File: config.mk
export PLATFORM = sky130hd
export DESIGN_NAME = mem_bus_scheduler
export DESIGN_NICKNAME = d
export VERILOG_FILES = /design/src/rtl/mem_bus_scheduler.sv
export SDC_FILE = /design/constraint.sdc
export NUM_CORES = 1
export LEC_CHECK = 0
export ABC_CLOCK_PERIOD_IN_PS = 3650
export CAP_MARGIN = 25
export CELL_PAD_IN_SITES_DETAIL_PLACEMENT = 0
export CELL_PAD_IN_SITES_GLOBAL_PLACEMENT = 1
export CORE_ASPECT_RATIO = 0.6
export CORE_MARGIN = 5
export CORE_UTILIZATION = 30
export DETAILED_ROUTE_END_ITERATION = 8
export PLACE_DENSITY_LB_ADDON = 0.1
export SLEW_MARGIN = 0
export SYNTH_ARGS = -nofsm -noshare
export SYNTH_HDL_FRONTEND = slang
export SYNTH_SLANG_ARGS = --single-unit
export TNS_END_PERCENT = 100
File: constraint.sdc
create_clock -name clk_in -period 3.65 [get_ports clk_in]
set_clock_uncertainty 0.05 [all_clocks]
set_input_delay 1.095 -clock clk_in [delete_from_list [all_inputs] [get_ports clk_in]]
set_output_delay 1.095 -clock clk_in [all_outputs]
set_load 0.005 [all_outputs]
File: src/rtl/mem_bus_scheduler.sv
// Byte-serial memory bus scheduler: round-robin arbitration between instruction
// fetch, load and store ports onto a single 8-bit RAM with one-cycle read latency.
module mem_bus_scheduler #(
    parameter logic [31:0] IO_BASE = 32'h0003_0000
) (
    input  logic        clk_in,
    input  logic        rst_in,
    input  logic        rdy_in,
    input  logic [7:0]  mem_din,
    output logic [7:0]  mem_dout,
    output logic [31:0] mem_a,
    output logic        mem_wr,
    input  logic        io_buffer_full,
    input  logic        if_req,
    input  logic [31:0] if_addr,
    output logic        if_done,
    output logic [31:0] if_data,
    input  logic        ld_req,
    input  logic [31:0] ld_addr,
    input  logic [1:0]  ld_width,
    input  logic        ld_signed,
    output logic        ld_done,
    output logic [31:0] ld_data,
    input  logic        st_req,
    input  logic [31:0] st_addr,
    input  logic [1:0]  st_width,
    input  logic [31:0] st_data,
    output logic        st_done
);

    typedef enum logic [1:0] {IDLE, READ, WRITE, DONE} state_t;

    localparam logic [1:0] P_IF = 2'd0;
    localparam logic [1:0] P_LD = 2'd1;
    localparam logic [1:0] P_ST = 2'd2;

    state_t      state_q, state_d;
    logic [1:0]  port_q, port_d;
    logic [1:0]  last_q, last_d;
    logic [31:0] addr_q, addr_d;
    logic [2:0]  nbytes_q, nbytes_d;
    logic [2:0]  cyc_q, cyc_d;
    logic        sgn_q, sgn_d;
    logic [31:0] wdata_q, wdata_d;
    logic [31:0] rbuf_q, rbuf_d;
    logic [31:0] mem_a_q, mem_a_d;
    logic [7:0]  mem_dout_q, mem_dout_d;
    logic        mem_wr_q, mem_wr_d;
    logic        if_done_q, if_done_d;
    logic        ld_done_q, ld_done_d;
    logic        st_done_q, st_done_d;
    logic [31:0] if_data_q, if_data_d;
    logic [31:0] ld_data_q, ld_data_d;

    logic [2:0]  elig;
    logic [1:0]  p1, p2, p3;
    logic        grant_v;
    logic [1:0]  grant_p;
    logic [2:0]  step;
    logic [2:0]  sidx;
    logic [31:0] ext;

    function automatic logic [2:0] width_bytes(input logic [1:0] w);
        case (w)
            2'd0:    return 3'd1;
            2'd1:    return 3'd2;
            default: return 3'd4;
        endcase
    endfunction

    // Priority rotates so the port after the last one granted is tried first.
    always_comb begin
        elig = {st_req && !(io_buffer_full && (st_addr >= IO_BASE)), ld_req, if_req};
        case (last_q)
            P_IF:    begin p1 = P_LD; p2 = P_ST; p3 = P_IF; end
            P_LD:    begin p1 = P_ST; p2 = P_IF; p3 = P_LD; end
            default: begin p1 = P_IF; p2 = P_LD; p3 = P_ST; end
        endcase
        grant_v = 1'b1;
        grant_p = p1;
        if (elig[p1])      grant_p = p1;
        else if (elig[p2]) grant_p = p2;
        else if (elig[p3]) grant_p = p3;
        else               grant_v = 1'b0;
    end

    always_comb begin
        state_d    = state_q;
        port_d     = port_q;
        last_d     = last_q;
        addr_d     = addr_q;
        nbytes_d   = nbytes_q;
        cyc_d      = cyc_q;
        sgn_d      = sgn_q;
        wdata_d    = wdata_q;
        rbuf_d     = rbuf_q;
        mem_a_d    = mem_a_q;
        mem_dout_d = mem_dout_q;
        mem_wr_d   = mem_wr_q;
        if_done_d  = if_done_q;
        ld_done_d  = ld_done_q;
        st_done_d  = st_done_q;
        if_data_d  = if_data_q;
        ld_data_d  = ld_data_q;
        step       = cyc_q + 3'd1;
        sidx       = step - 3'd2;
        ext        = '0;

        if (rdy_in) begin
            if_done_d = 1'b0;
            ld_done_d = 1'b0;
            st_done_d = 1'b0;
            case (state_q)
                IDLE: begin
                    if (grant_v) begin
                        port_d = grant_p;
                        last_d = grant_p;
                        cyc_d  = '0;
                        rbuf_d = '0;
                        case (grant_p)
                            P_IF: begin
                                addr_d = if_addr; nbytes_d = 3'd4; sgn_d = 1'b0; wdata_d = '0;
                            end
                            P_LD: begin
                                addr_d = ld_addr; nbytes_d = width_bytes(ld_width);
                                sgn_d = ld_signed; wdata_d = '0;
                            end
                            default: begin
                                addr_d = st_addr; nbytes_d = width_bytes(st_width);
                                sgn_d = 1'b0; wdata_d = st_data;
                            end
                        endcase
                        mem_a_d    = addr_d;
                        mem_wr_d   = (grant_p == P_ST);
                        mem_dout_d = (grant_p == P_ST) ? st_data[7:0] : 8'h00;
                        state_d    = (grant_p == P_ST) ? WRITE : READ;
                    end
                end
                READ: begin
                    cyc_d   = step;
                    mem_a_d = (step < nbytes_q) ? addr_q + {29'd0, step} : '0;
                    // RAM data lags its address by two edges.
                    if (step >= 3'd2) rbuf_d[{sidx[1:0], 3'b000} +: 8] = mem_din;
                    case (nbytes_q)
                        3'd1:    ext = {{24{sgn_q & rbuf_d[7]}}, rbuf_d[7:0]};
                        3'd2:    ext = {{16{sgn_q & rbuf_d[15]}}, rbuf_d[15:0]};
                        default: ext = rbuf_d;
                    endcase
                    if (step == nbytes_q + 3'd1) begin
                        state_d = DONE;
                        if (port_q == P_IF) begin
                            if_done_d = 1'b1;
                            if_data_d = rbuf_d;
                        end else begin
                            ld_done_d = 1'b1;
                            ld_data_d = ext;
                        end
                    end
                end
                WRITE: begin
                    cyc_d = step;
                    if (step < nbytes_q) begin
                        mem_a_d    = addr_q + {29'd0, step};
                        mem_dout_d = wdata_q[{step[1:0], 3'b000} +: 8];
                        mem_wr_d   = 1'b1;
                    end else begin
                        mem_a_d    = '0;
                        mem_dout_d = '0;
                        mem_wr_d   = 1'b0;
                        st_done_d  = 1'b1;
                        state_d    = DONE;
                    end
                end
                default: state_d = IDLE;
            endcase
        end
    end

    always_ff @(posedge clk_in) begin
        if (!rst_in) begin
            state_q    <= IDLE;
            port_q     <= P_IF;
            last_q     <= P_ST;
            addr_q     <= '0;
            nbytes_q   <= '0;
            cyc_q      <= '0;
            sgn_q      <= 1'b0;
            wdata_q    <= '0;
            rbuf_q     <= '0;
            mem_a_q    <= '0;
            mem_dout_q <= '0;
            mem_wr_q   <= 1'b0;
            if_done_q  <= 1'b0;
            ld_done_q  <= 1'b0;
            st_done_q  <= 1'b0;
            if_data_q  <= '0;
            ld_data_q  <= '0;
        end else begin
            state_q    <= state_d;
            port_q     <= port_d;
            last_q     <= last_d;
            addr_q     <= addr_d;
            nbytes_q   <= nbytes_d;
            cyc_q      <= cyc_d;
            sgn_q      <= sgn_d;
            wdata_q    <= wdata_d;
            rbuf_q     <= rbuf_d;
            mem_a_q    <= mem_a_d;
            mem_dout_q <= mem_dout_d;
            mem_wr_q   <= mem_wr_d;
            if_done_q  <= if_done_d;
            ld_done_q  <= ld_done_d;
            st_done_q  <= st_done_d;
            if_data_q  <= if_data_d;
            ld_data_q  <= ld_data_d;
        end
    end

    assign mem_a    = mem_a_q;
    assign mem_dout = mem_dout_q;
    assign mem_wr   = mem_wr_q;
    assign if_done  = if_done_q;
    assign ld_done  = ld_done_q;
    assign st_done  = st_done_q;
    assign if_data  = if_data_q;
    assign ld_data  = ld_data_q;

endmodule

==> results of run 1 <==
state kept, by name (all words and copies together), names as in the netlist:
| name | flops |
|---|---|
| wdata_q | 32 |
| st_done | 1 |
| if_data | 32 |
| if_done | 1 |
| mem_a | 32 |
| cyc_q | 3 |
| sgn_q | 1 |
| ld_done | 1 |
| mem_wr | 1 |
| last_q | 1 |
| ld_data | 32 |
| nbytes_q | 3 |
| state_q | 2 |
| mem_dout | 8 |
| addr_q | 32 |
| port_q | 2 |
| rbuf_q | 32 |
power groups by stage:
stage          clock network (mW)  logic, mW  registers, mW
6_report                     2.52       2.74           2.91
5_1_grt                      2.68       2.96           2.95
4_1_cts                      2.59       2.75           2.90
3_5_place_dp                    0       2.74           2.95
3_3_place_gp                    0       2.73           2.95
2_1_floorplan                   0       1.35           2.90
cells in the mapped netlist, drive strengths merged (19+ instances only):
library cell  count  area, µm²
xor2             21        191
buf              24        164
ha               19        238
nor2b            39        244
a21oi            81        409
dfxtp           216       4320
clkbuf           81        307
a22oi            56        420
nand2            96        360
and2             72        450
o2bb2ai          32        280
inv              24       90.1
a221oi           48        494
o211a            42        420
nor2             45        169
o21ai            86        442
a31oi            40        256
o221a            27        304
worst paths after layout:
path,from,endpoint,slack (ns)
max reg2reg,cyc_q[0]$_SDFFE_PN0P_,mem_a[30]$_SDFFE_PN0P_,0.43
min reg2reg,sgn_q$_SDFFE_PN0P_,sgn_q$_SDFFE_PN0P_,0.43
min,sgn_q$_SDFFE_PN0P_,sgn_q$_SDFFE_PN0P_,0.43
max,st_addr[26],mem_a[11]$_SDFFE_PN0P_,0.42
tightest hold or removal path: cells and delay by family, from the launching register on:
family	cells	cell delay, ns
AO/OA/AOI/OAI	1	0.06
flip-flops	1	0.32
AND/OR/NAND/NOR	1	0.05
through the flow:
step | area (µm²) | utilization, % | instances | setup slack (ns)
after floorplan | 10800 | - | 1197 | 0.602
final | 15100 | 42.9 | 1931 | 0.423
after global routing | 15100 | 42.9 | 1931 | 0.160
after global placement | 14300 | 40.6 | 1886 | -0.0951
after CTS | 15100 | 42.9 | 1929 | 0.427
after detailed placement | 14300 | 40.6 | 1887 | -0.111
cell families after synthesis:
| group | count (synthesis) |
|---|---|
| mux | 9 |
| xor+xnor | 34 |
| flops | 216 |
| simple gates | 313 |
| buf+inv | 129 |
| fa+ha+maj | 20 |
| compound gates | 476 |
area by class of cell:
| cell class | count | area [µm²] |
|---|---|---|
| antenna | 2 | 5.00 |
| fill | 3508 | 20100 |
| inverter | 24 | 90.1 |
| clock inverter | 7 | 68.8 |
| clock buffer | 35 | 733 |
| multi-input combinational | 852 | 5980 |
| sequential | 216 | 4320 |
| timing repair buffer | 328 | 3360 |
| tap | 467 | 584 |
routing by layer:
metal  up-vias  track usage (%)  wire (µm)
met5         -                0         47
met2       345             27.8      16900
met3        60             4.62       2910
met4         6             5.01        878
li1       5020                -          -
met1      5158             30.8      21100
==> results.toml, run 1 <==
[run_status]
outcome = "finished, final reports clean"

[drt]
wl_per_cell_um = 21.7
detail_route.wirelength_um = 41900
routed_via_density = 5.48
num_vias = 10589
initialDrtViolationCount = 751
detail_route.drc_violations = 0
route.antenna.remaining_nets = 0
drtPass1Iterations = 5

[power_and_ir_drop]
fin_total_pwr_mw = 8.16
power.switching_fraction_pct = 34.4
vdd.ir_drop.worst_mv = 0.281
clockPowerShare_pct = 30.8
cellPowerDensity_nw_per_um2 = 539
comb_power_share_pct = 33.6
power.internal_mw = 5.35
p_switching_mw = 2.81
cellLeakagePower_nw = 5.91
power_frac_seq_pct = 35.6

[critical_path]
worst-setup-path-type = "input port to flip-flop"
max_stage_delay_ns = 0.44
timing.critical_path.required_ns = 4.01
critical_path.cell_chain = "clkdlybuf4s50_1, nor4_2, buf_4, nand4_1, buf_4, a221oi_4, o21ai_2, buf_4, a221oi_1, a31oi_1"
cp_capture_type = "flip-flop"
worst_r2r_path_depth = 11
timing.critical_path.depth = 10
cpLargestDelayFamily = "buffers and inverters"
start_kind = "input port"
timing.critical_path.fanout_max = 14
critical_path_arrival_ns = 3.59
crit_path_frequent_cell = "buf_4"
critical_path_buf_inv_count = 4
cell_with_the_largest_stage_delay_on_the_worst_path = "clkdlybuf4s50_1"

[final_layout]
finalNetCount = 1614
area_growth_syn_to_layout_pct = 40.0
mostFrequentLayoutCell = "clkdlybuf4s50_1"
layout.cells.most_common_list = "254 x clkdlybuf4s50_1, 216 x dfxtp_1, 96 x nand2_1"
layout-drive-gt1-share_pct = 12.1

[synth]
postSynthCellCount = 1197
register_bit_total_from_synthesis = 216
syn-num-nets = 1365
ys_seq_area_share_pct = 40.0
main_combinational_cell_family_by_area_after_synthesis = "compound AO/OA/AOI/OAI gates"
async_flop_share_pct = 0
post_synth_mux_area_share_pct = 1.76
post_synth_fa_ha_maj_area_fraction_pct = 2.38
synth_simple_gate_area_share_pct = 15.0
yosys_warnings = 0
synth-main-ff-cell = "dfxtp_1"
synth.avg_cell_area_um2 = 9.04
post_synth_xor_xnor_area_pct = 2.82
synth-edff-count = 0
area_of_the_mapped_netlist_um2 = 10800
post_synthesis_compound_gate_area_fraction_pct = 32.9
synthDistinctLibCells = 69

[sta]
timing.final.crit_share_pct = 88.4
grt_setup_unrepaired = "no"
tightest_slew_ns = 0.833
max_freq_mhz = 310
final_worst_hold_slack_ns = 0.429
period_minus_slack_ns = 3.23
totalNegativeSetupSlack_ns = 0
finalHoldViolCount = 0
slew_headroom_pct = 43.9
timing.final.max_slew_violations = 0
setup_viol = 0

[floorplan]
rows = 53
pin_count = 256
start_util_pct = 30.7
dieWidth_um = 255
core_area_um2 = 35300
fp.dieArea_um2 = 40100
die-height_um = 157

[cts]
clkLatencyLatePin_ns = 0.53
cts.repair.resized = 0
cts_root_buf = "clkbuf_16"
postCtsSetupBuffers = 0
worst_setup_hold_path_clk_slew_ns = 0.06
ctsLongestPathBuffers = 3
htree_num_levels = 1
hold_buffers = 0
inserted_clock_buffers = 24
cts.sinks = 216
tritoncts = "yes"

[hold_path]
worstHoldPathCells = 2
min_path_type = "flip-flop to flip-flop"

[flow_run]
max-cap-violations = 0

[placement]
port_buffers = 255
finalWeightedCongestion = 0.865
place.detailed.hpwl_um = 29600

[grt]
number_of_global_route_vias_before_repair = 10289
groute.usage.overall_pct = 20.0
maximum_number_of_pins_on_one_net_before_global_route_repair = 88
grt_pass1_wl_um = 63000
initial_antenna_violation_count = 5
globalRoute.totalOverflow = 0
No activity file was read; power rests on OpenSTA's default activity.
==> run 2, diff against run 1 <==
Settings changed: ABC_CLOCK_PERIOD_IN_PS 3650 to 3900.
Clock period 3.65 ns to 3.9 ns, I/O delays scaled along.
==> run 2 against run 1 <==
Sequential share of layout area rose by 0.20 points. Sequential power fell by 7%. Power fell by 5.0%. Via count fell by 0.96%. Critical path depth did not move. Register-to-register slack improved by 0.31 ns. First-iteration DRC count rose by 18%. Global-route usage fell by 0.18 points. Worst setup slack improved by 0.042 ns. Critical path type unchanged. Highest routed layer unchanged.
==> results.toml, run 2 (same netlist as run 1, synthesis figures left out) <==
[critical_path]
cp_capture_type = "flip-flop"
crit_path_frequent_cell = "buf_4"
start_kind = "input port"
worst-setup-path-type = "input port to flip-flop"
critical_path.cell_chain = "clkdlybuf4s50_1, nor4_2, buf_4, a41oi_1, buf_4, o221ai_1, a21boi_0, o31ai_1, buf_4, a21oi_1"
max_stage_delay_ns = 0.47
cell_with_the_largest_stage_delay_on_the_worst_path = "o31ai_1"
timing.critical_path.fanout_max = 3
critical_path_arrival_ns = 3.80
timing.critical_path.required_ns = 4.26

[cts]
inserted_clock_buffers = 24
cts_root_buf = "clkbuf_16"
ctsLongestPathBuffers = 3
htree_num_levels = 1
cts.repair.resized = 0
tritoncts = "yes"
cts.sinks = 216
worst_setup_hold_path_clk_slew_ns = 0.06
hold_buffers = 0
postCtsSetupBuffers = 0
clkLatencyLatePin_ns = 0.53

[drt]
detail_route.wirelength_um = 41500
num_vias = 10487
route.antenna.remaining_nets = 0
routed_via_density = 5.46
wl_per_cell_um = 21.6
initialDrtViolationCount = 883
detail_route.drc_violations = 0
drtPass1Iterations = 5

[final_layout]
finalNetCount = 1602
mostFrequentLayoutCell = "clkdlybuf4s50_1"
utilization_pct = 42.6
layout.cells.most_common_list = "254 x clkdlybuf4s50_1, 216 x dfxtp_1, 96 x nand2_1"
layout-drive-gt1-share_pct = 11.5
area_growth_syn_to_layout_pct = 39.0
fillCellCount = 3443

[flow_run]
max-cap-violations = 0

[placement]
place.detailed.hpwl_um = 29500
port_buffers = 255
finalWeightedCongestion = 0.891
post-place-ws_ns = 0.0190

[floorplan]
start_util_pct = 30.7
pin_count = 256
rows = 53
fp.dieArea_um2 = 40100
die-height_um = 157
dieWidth_um = 255
core_area_um2 = 35300

[sta]
tightest_slew_ns = 0.928
slew_headroom_pct = 37.5
period_minus_slack_ns = 3.44
timing.final.crit_share_pct = 88.1
grt_setup_unrepaired = "no"
setup_viol = 0
setup_ws_ns = 0.464
max_freq_mhz = 291
finalHoldViolCount = 0
timing.final.max_slew_violations = 0

[grt]
initial_antenna_violation_count = 5
groute.usage.overall_pct = 19.8
grt_pass1_wl_um = 62800
number_of_global_route_vias_before_repair = 10228
globalRoute.totalOverflow = 0
maximum_number_of_pins_on_one_net_before_global_route_repair = 105

[run_status]
outcome = "finished, final reports clean"

[power_and_ir_drop]
cellPowerDensity_nw_per_um2 = 516
vdd.ir_drop.worst_mv = 0.356
cellLeakagePower_nw = 5.86

[hold_path]
min_path_type = "flip-flop to flip-flop"
run 2: layout make-up:
cell class / count / area, µm² / share of cell area [%]
multi-input combinational: 852 / 5980 / 39.7
sequential: 216 / 4320 / 28.8
timing repair buffer: 316 / 3200 / 21.3
clock buffer: 32 / 692 / 4.60
tap: 467 / 584 / 3.89
clock inverter: 12 / 166 / 1.11
inverter: 24 / 90.1 / 0.599
antenna: 1 / 2.50 / 0.0166
run 2: report_power, final:
part           total (mW)  switching (mW)  internal (mW)
Combinational        2.54            1.41           1.13
Sequential           2.72           0.229           2.49
Clock                2.50           0.983           1.51
Total                7.75            2.62           5.13
run 2: per-stage QoR:
stage | power, mW | std cells | instance area (µm²) | hold WS [ns] | setup TNS, ns
4_1_cts | 7.82 | 1919 | 15000 | 0.415 | 0
6_report | 7.75 | 1920 | 15000 | 0.412 | 0
3_3_place_gp | 5.29 | 1873 | 14200 | 0.401 | -0.368
2_1_floorplan | 3.98 | 1197 | 10800 | 0.386 | 0
5_1_grt | 8.16 | 1920 | 15000 | 0.458 | 0
3_5_place_dp | 5.30 | 1875 | 14200 | 0.405 | 0
run 2: path summary, 6_finish.rpt:
path | startpoint | end | slack (ns) | cells past startpoint
max reg2reg | cyc_q[1]$_SDFFE_PN0P_ | mem_a[30]$_SDFFE_PN0P_ | 0.74 | 11
min reg2reg | sgn_q$_SDFFE_PN0P_ | sgn_q$_SDFFE_PN0P_ | 0.41 | 2
max | st_addr[26] | mem_a[25]$_SDFFE_PN0P_ | 0.46 | 10
min | sgn_q$_SDFFE_PN0P_ | sgn_q$_SDFFE_PN0P_ | 0.41 | 2
run 2: metal layers:
layer / GRT usage, % / wire [µm] / vias to the layer above
met4: 3.53 / 731 / 8
met2: 28.5 / 17100 / 316
li1: - / - / 4983
met1: 30.8 / 21300 / 5123
met3: 3.77 / 2340 / 57
met5: 0 / 66 / -
run 2: worst max-delay path, delay by kind of cell:
kind	cells	cell delay (ns)
compound gates	5	1.26
buf+inv	4	1.01
simple gates	1	0.36
